<file path="src/rtl/cmp_pkg.sv">
// Shared definitions for the compare unit: op encoding and flag bit positions.
package cmp_pkg;

    typedef enum logic [2:0] {
        OP_SLT  = 3'b000,
        OP_SGT  = 3'b001,
        OP_SLTU = 3'b010,
        OP_SGTU = 3'b011,
        OP_EQ   = 3'b100,
        OP_NE   = 3'b101,
        OP_MIN  = 3'b110,
        OP_MAX  = 3'b111
    } cmp_op_e;

    localparam int FLAGS_W  = 3;
    localparam int FLAG_EQ  = 2;
    localparam int FLAG_SLT = 1;
    localparam int FLAG_ULT = 0;

endpackage

</file>
<file path="src/rtl/cmp_core.sv">
// Combinational compare datapath: selected result plus {eq, slt, ult} flags.
// Zero latency; no state, so no backpressure of its own.
module cmp_core
    import cmp_pkg::*;
#(
    parameter int WIDTH = 32
) (
    input  logic [WIDTH-1:0]   src1,
    input  logic [WIDTH-1:0]   src2,
    input  logic [2:0]         op,
    output logic [WIDTH-1:0]   result,
    output logic [FLAGS_W-1:0] flags
);

    logic eq;
    logic slt;
    logic ult;
    logic hit;

    always_comb begin
        eq  = (src1 == src2);
        slt = ($signed(src1) < $signed(src2));
        ult = (src1 < src2);

        flags           = '0;
        flags[FLAG_EQ]  = eq;
        flags[FLAG_SLT] = slt;
        flags[FLAG_ULT] = ult;

        hit    = 1'b0;
        result = '0;
        case (op)
            OP_SLT:  hit = slt;
            OP_SGT:  hit = !slt && !eq;
            OP_SLTU: hit = ult;
            OP_SGTU: hit = !ult && !eq;
            OP_EQ:   hit = eq;
            OP_NE:   hit = !eq;
            default: hit = 1'b0;
        endcase

        if (op == OP_MIN) begin
            // equal operands fall through to src1
            result = (slt || eq) ? src1 : src2;
        end else if (op == OP_MAX) begin
            result = slt ? src2 : src1;
        end else begin
            result = {{(WIDTH-1){1'b0}}, hit};
        end
    end

endmodule

</file>
<file path="src/rtl/cmp_unit.sv">
// Pipelined compare unit: optional operand stage S1, then result stage S2.
// Latency 2 cycles (REG_IN=1) or 1 (REG_IN=0); a stalled S2 holds and backs up into S1/in_ready.
module cmp_unit
    import cmp_pkg::*;
#(
    parameter int WIDTH  = 32,
    parameter int REG_IN = 1
) (
    input  logic               clk,
    input  logic               rst,
    input  logic               in_valid,
    output logic               in_ready,
    input  logic [WIDTH-1:0]   src1,
    input  logic [WIDTH-1:0]   src2,
    input  logic [2:0]         op,
    output logic               out_valid,
    input  logic               out_ready,
    output logic [WIDTH-1:0]   comp_out,
    output logic [FLAGS_W-1:0] flags
);

    logic               s2_vld;
    logic [WIDTH-1:0]   s2_res;
    logic [FLAGS_W-1:0] s2_flags;
    logic               s2_load;

    logic               feed_vld;
    logic [WIDTH-1:0]   feed_src1;
    logic [WIDTH-1:0]   feed_src2;
    logic [2:0]         feed_op;

    logic [WIDTH-1:0]   core_res;
    logic [FLAGS_W-1:0] core_flags;

    assign s2_load = !s2_vld || out_ready;

    generate
        if (REG_IN != 0) begin : g_s1
            logic             s1_vld;
            logic [WIDTH-1:0] s1_src1;
            logic [WIDTH-1:0] s1_src2;
            logic [2:0]       s1_op;
            logic             s1_load;

            // S1 refills in the same cycle it hands its contents to S2
            assign s1_load  = !s1_vld || s2_load;
            assign in_ready = !rst && s1_load;

            always_ff @(posedge clk) begin
                if (rst) begin
                    s1_vld  <= 1'b0;
                    s1_src1 <= '0;
                    s1_src2 <= '0;
                    s1_op   <= '0;
                end else if (s1_load) begin
                    s1_vld <= in_valid;
                    if (in_valid) begin
                        s1_src1 <= src1;
                        s1_src2 <= src2;
                        s1_op   <= op;
                    end
                end
            end

            assign feed_vld  = s1_vld;
            assign feed_src1 = s1_src1;
            assign feed_src2 = s1_src2;
            assign feed_op   = s1_op;
        end else begin : g_bypass
            assign in_ready  = !rst && s2_load;
            assign feed_vld  = in_valid;
            assign feed_src1 = src1;
            assign feed_src2 = src2;
            assign feed_op   = op;
        end
    endgenerate

    cmp_core #(
        .WIDTH (WIDTH)
    ) u_core (
        .src1   (feed_src1),
        .src2   (feed_src2),
        .op     (feed_op),
        .result (core_res),
        .flags  (core_flags)
    );

    always_ff @(posedge clk) begin
        if (rst) begin
            s2_vld   <= 1'b0;
            s2_res   <= '0;
            s2_flags <= '0;
        end else if (s2_load) begin
            s2_vld <= feed_vld;
            if (feed_vld) begin
                s2_res   <= core_res;
                s2_flags <= core_flags;
            end
        end
    end

    assign out_valid = s2_vld;
    assign comp_out  = s2_res;
    assign flags     = s2_flags;

endmodule

</file>
<file path="config.mk">
export PLATFORM = sky130hd
export DESIGN_NAME = cmp_unit
export DESIGN_NICKNAME = d
export VERILOG_FILES = /design/src/rtl/cmp_pkg.sv /design/src/rtl/cmp_core.sv /design/src/rtl/cmp_unit.sv
export SDC_FILE = /design/constraint.sdc
export NUM_CORES = 1
export LEC_CHECK = 0
export CAP_MARGIN = 40
export CELL_PAD_IN_SITES_DETAIL_PLACEMENT = 1
export CELL_PAD_IN_SITES_GLOBAL_PLACEMENT = 2
export CORE_ASPECT_RATIO = 1.2
export CORE_MARGIN = 4
export CORE_UTILIZATION = 29
export DETAILED_ROUTE_END_ITERATION = 10
export PLACE_DENSITY = 0.9
export SETUP_SLACK_MARGIN = 0.4
export SYNTH_ARGS = -nofsm -noshare
export SYNTH_HDL_FRONTEND = slang
export SYNTH_SLANG_ARGS = --single-unit
</file>
<file path="constraint.sdc">
create_clock -name clk -period 3.3 [get_ports clk]
set_clock_uncertainty 0.05 [all_clocks]
set_input_delay 0.495 -clock clk [delete_from_list [all_inputs] [get_ports clk]]
set_output_delay 0.495 -clock clk [all_outputs]
set_load 0.05 [all_outputs]
</file>
==> metrics.md <==
| Metric | Value |
|---|---|
| Fin crit period | `2.84 ns` |
| RSZ-0062 raised after global routing | `true` |
| Syn nets | `694` |
| Synthesized flop and latch total | `104` |
| Inst Count DP | `883` |
| Area Overhead vs Synth | `39.3%` |
| Synth Cell Area | `4730 sq um` |
| Clk buf depth | `2` |
| Slowest cell on crit path | `o41a_1` |
| Buf/Inv on CP | `3` |
| Site Rows | `50` |
| Antenna Cells | `0` |
| Final setup margin | `0.455 ns` |
| Layout cells sized above 1 | `8.58%` |
| Busiest metal layer after global routing | `met2` |
| Crit path max fanout | `7` |
| Maximum VDD drop | `0.282 mV` |
| Antenna violations before repair | `0` |
| Critical path data required time | `3.48 ns` |
| Post-detail-place hpwl | `10600 um` |
| # H-tree levels | `3` |
| Largest net degree at the start of global routing | `76` |
| Num Clock Sinks | `104` |
| Delay-heaviest family, CP | `compound AO/OA/AOI/OAI gates` |
| Final non-filler cell total | `907` |
| Sequential power share | `41.1%` |
| Final-report hold violation count | `0` |
| Post-synth top cells | `nand2_1 (181), dfxtp_1 (104), a21oi_1 (86)` |
| Cell Int Power | `2.46 mW` |
| DR iter-0 viols | `141` |
| Synth top area cells | `dfxtp_1 (44%), nand2_1 (14%), a21oi_1 (9.1%)` |
| Met3 usage | `2.67%` |
| CTS Hold Bufs | `0` |
| Overall power | `3.29 mW` |
| Sequential area share after synthesis | `44.0%` |
| Gr usage total | `15.6%` |
| Worst setup SP type | `register` |
| CTS tree | `yes` |
| Hold_ws | `0.404 ns` |
| Mean Syn Cell Area | `8.01 sq um` |
| Routability Congestion | `0.801` |
| Die height | `148 um` |
| Starting Density | `29.9%` |
| Met1 usage | `17.6%` |
| # IOs | `108` |
| Switching fraction of total power | `25.3%` |
| Root buf cell | `clkbuf_16` |
| Synth area leader | `dfxtp_1` |
| Worst-path clk slew | `0.07 ns` |
| Pwr dens | `499 nW/um^2` |
| Asr flop ratio synth | `0%` |
| Synth top area share | `44.0%` |
| Max Fclk | `352 MHz` |
| Status | `complete, no violations` |
| Setup CP Type | `reg -> reg` |
| Worst path cell trace | `inv_2 -> ha_4 -> nor2b_4 -> o211ai_1 -> a211oi_4 -> o41a_1 -> o22a_2 -> mux2i_4 -> buf_6 -> clkbuf_16 -> mux2i_2 -> o21ai_1` |
| Crit path DAT | `3.03 ns` |
| Setup TNS | `0 ns` |
| Net Switching | `832 uW` |
| Leakage | `2.57 nW` |
| Vias post-DR | `4312` |
| Synth cell types | `33` |
| Post-route ant nets | `0` |
| CP max stage delay | `0.46 ns` |
| First-pass detailed-route iteration total | `4` |
| Number of global-route vias before repair | `4689` |
| HP Class | `reg -> reg` |
| EDFF count, synth | `0` |
| Die W | `125 um` |
| Final setup vio count | `0` |
| Routed wire length | `14500 um` |
| # port buffers | `107` |
| M2 GR Usage | `29.8%` |
| CORE AREA | `15800 sq um` |
| Clock share of power | `39.7%` |
| First-pass GRT wire length | `23400 um` |
| Via-per-instance ratio | `4.75` |
| Die Area | `18400 sq um` |
| Total CTS buffers | `9` |
| Count leader, synth | `nand2_1` |
| Total gr overflow | `0` |
| Max-Cap Viols | `0` |
| Pre-CTS setup slack | `0.259 ns` |
| Final Net Count | `797` |
| Final period utilization | `86.2%` |
| Rel. slew slack | `44.1%` |
| Worst-margin pin slew | `0.839 ns` |
| Syn. warnings | `0` |
| Combinational group share of total power | `19.2%` |
| Most common flop cell mapped by yosys | `dfxtp_1` |
| Syn Inst Count | `591` |
| Fin. max-slew vios | `0` |
| Wirelength per Cell | `16.0 um` |
| Clock Latency Late Sink | `0.35 ns` |
| DRC viols | `0` |
| Worst Setup End Kind | `register` |
power by group through the flow:
stage	clock network (mW)	registers [mW]	logic, mW
after floorplan	0	1.38	0.345
after global placement	0	1.38	0.520
after detailed placement	0	1.38	0.539
after CTS	1.34	1.35	0.561
after global routing	1.39	1.36	0.691
final	1.31	1.35	0.631
cell families after synthesis:
family | synth area share [%]
buffers and inverters | 5.95
DFF | 44.0
muxes | 7.45
xor gates and xnor gates | 0.185
adders and majority gates | 8.46
and+or+nand+nor | 18.6
AOI/OAI and AO/OA | 15.3
cells in the final DEF, fill, tap and decap left out, types with 2 or more instances in the layout:
master / instances
a21o_1: 2
a21oi_1: 82
a21oi_2: 4
a2bb2oi_1: 2
buf_12: 5
buf_4: 8
buf_6: 2
bufinv_16: 4
clkbuf_16: 11
clkdlybuf4s50_1: 106
clkinv_2: 2
dfxtp_1: 97
dfxtp_2: 7
ha_1: 31
inv_1: 33
mux2i_1: 32
nand2_1: 180
nand4_1: 11
nor2_1: 10
nor2b_1: 3
nor4_1: 2
o21a_1: 3
o21ai_0: 5
o21ai_1: 30
registers in the layout (all words and copies together), names as in the netlist:
signal and flops:
comp_out 32, flags 3, feed_vld 1, out_valid 1, feed_src1 32, feed_src2 32, feed_op 3
worst paths after layout:
kind                                endpoint  cells past startpoint  slack, ns          from
worst max-delay path             comp_out[6]                     12       0.46  feed_src2[1]
worst min-delay path            comp_out[22]                      2       0.40  comp_out[22]
worst max register to register   comp_out[6]                     12       0.46  feed_src2[1]
worst min register to register  comp_out[22]                      2       0.40  comp_out[22]
final cells by class:
type / instances / area [sq um]
Tap cell: 208 / 260
Clock buffer: 10 / 239
Clock inverter: 6 / 130
Fill cell: 1892 / 9230
Multi-Input combinational cell: 421 / 2450
Sequential cell: 104 / 2090
Inverter: 34 / 128
Timing Repair Buffer: 124 / 1300
routing by layer:
| metal | part of all wire, % | wire length (um) |
|---|---|---|
| met1 | 42 | 6050 |
| met2 | 54 | 7790 |
| met3 | 2.8 | 402 |
| met4 | 1.8 | 266 |
| met5 | 0 | 0 |
metrics by stage:
stage	area (sq um)	util, %
floorplan	4730	-
global placement	6020	38.0
detailed placement	6020	38.0
CTS	6420	40.5
global route	6590	41.7
finish	6590	41.7
worst reg2reg max path, delay by kind of cell (launching register included):
kind            cells  cell delay (ns)
compound gates      5             1.22
fa+ha+maj           1             0.21
buf+inv             3             0.37
flops               1             0.34
mux                 2             0.43
simple gates        1             0.12
timing repair:
action	4_1_cts	5_1_grt
gates resized for setup	7	23
cloned	0	2
endpoints found under the setup margin	31	32
buffers inserted	0	6
pin swaps	0	9
No activity file was read; power rests on OpenSTA's default activity.
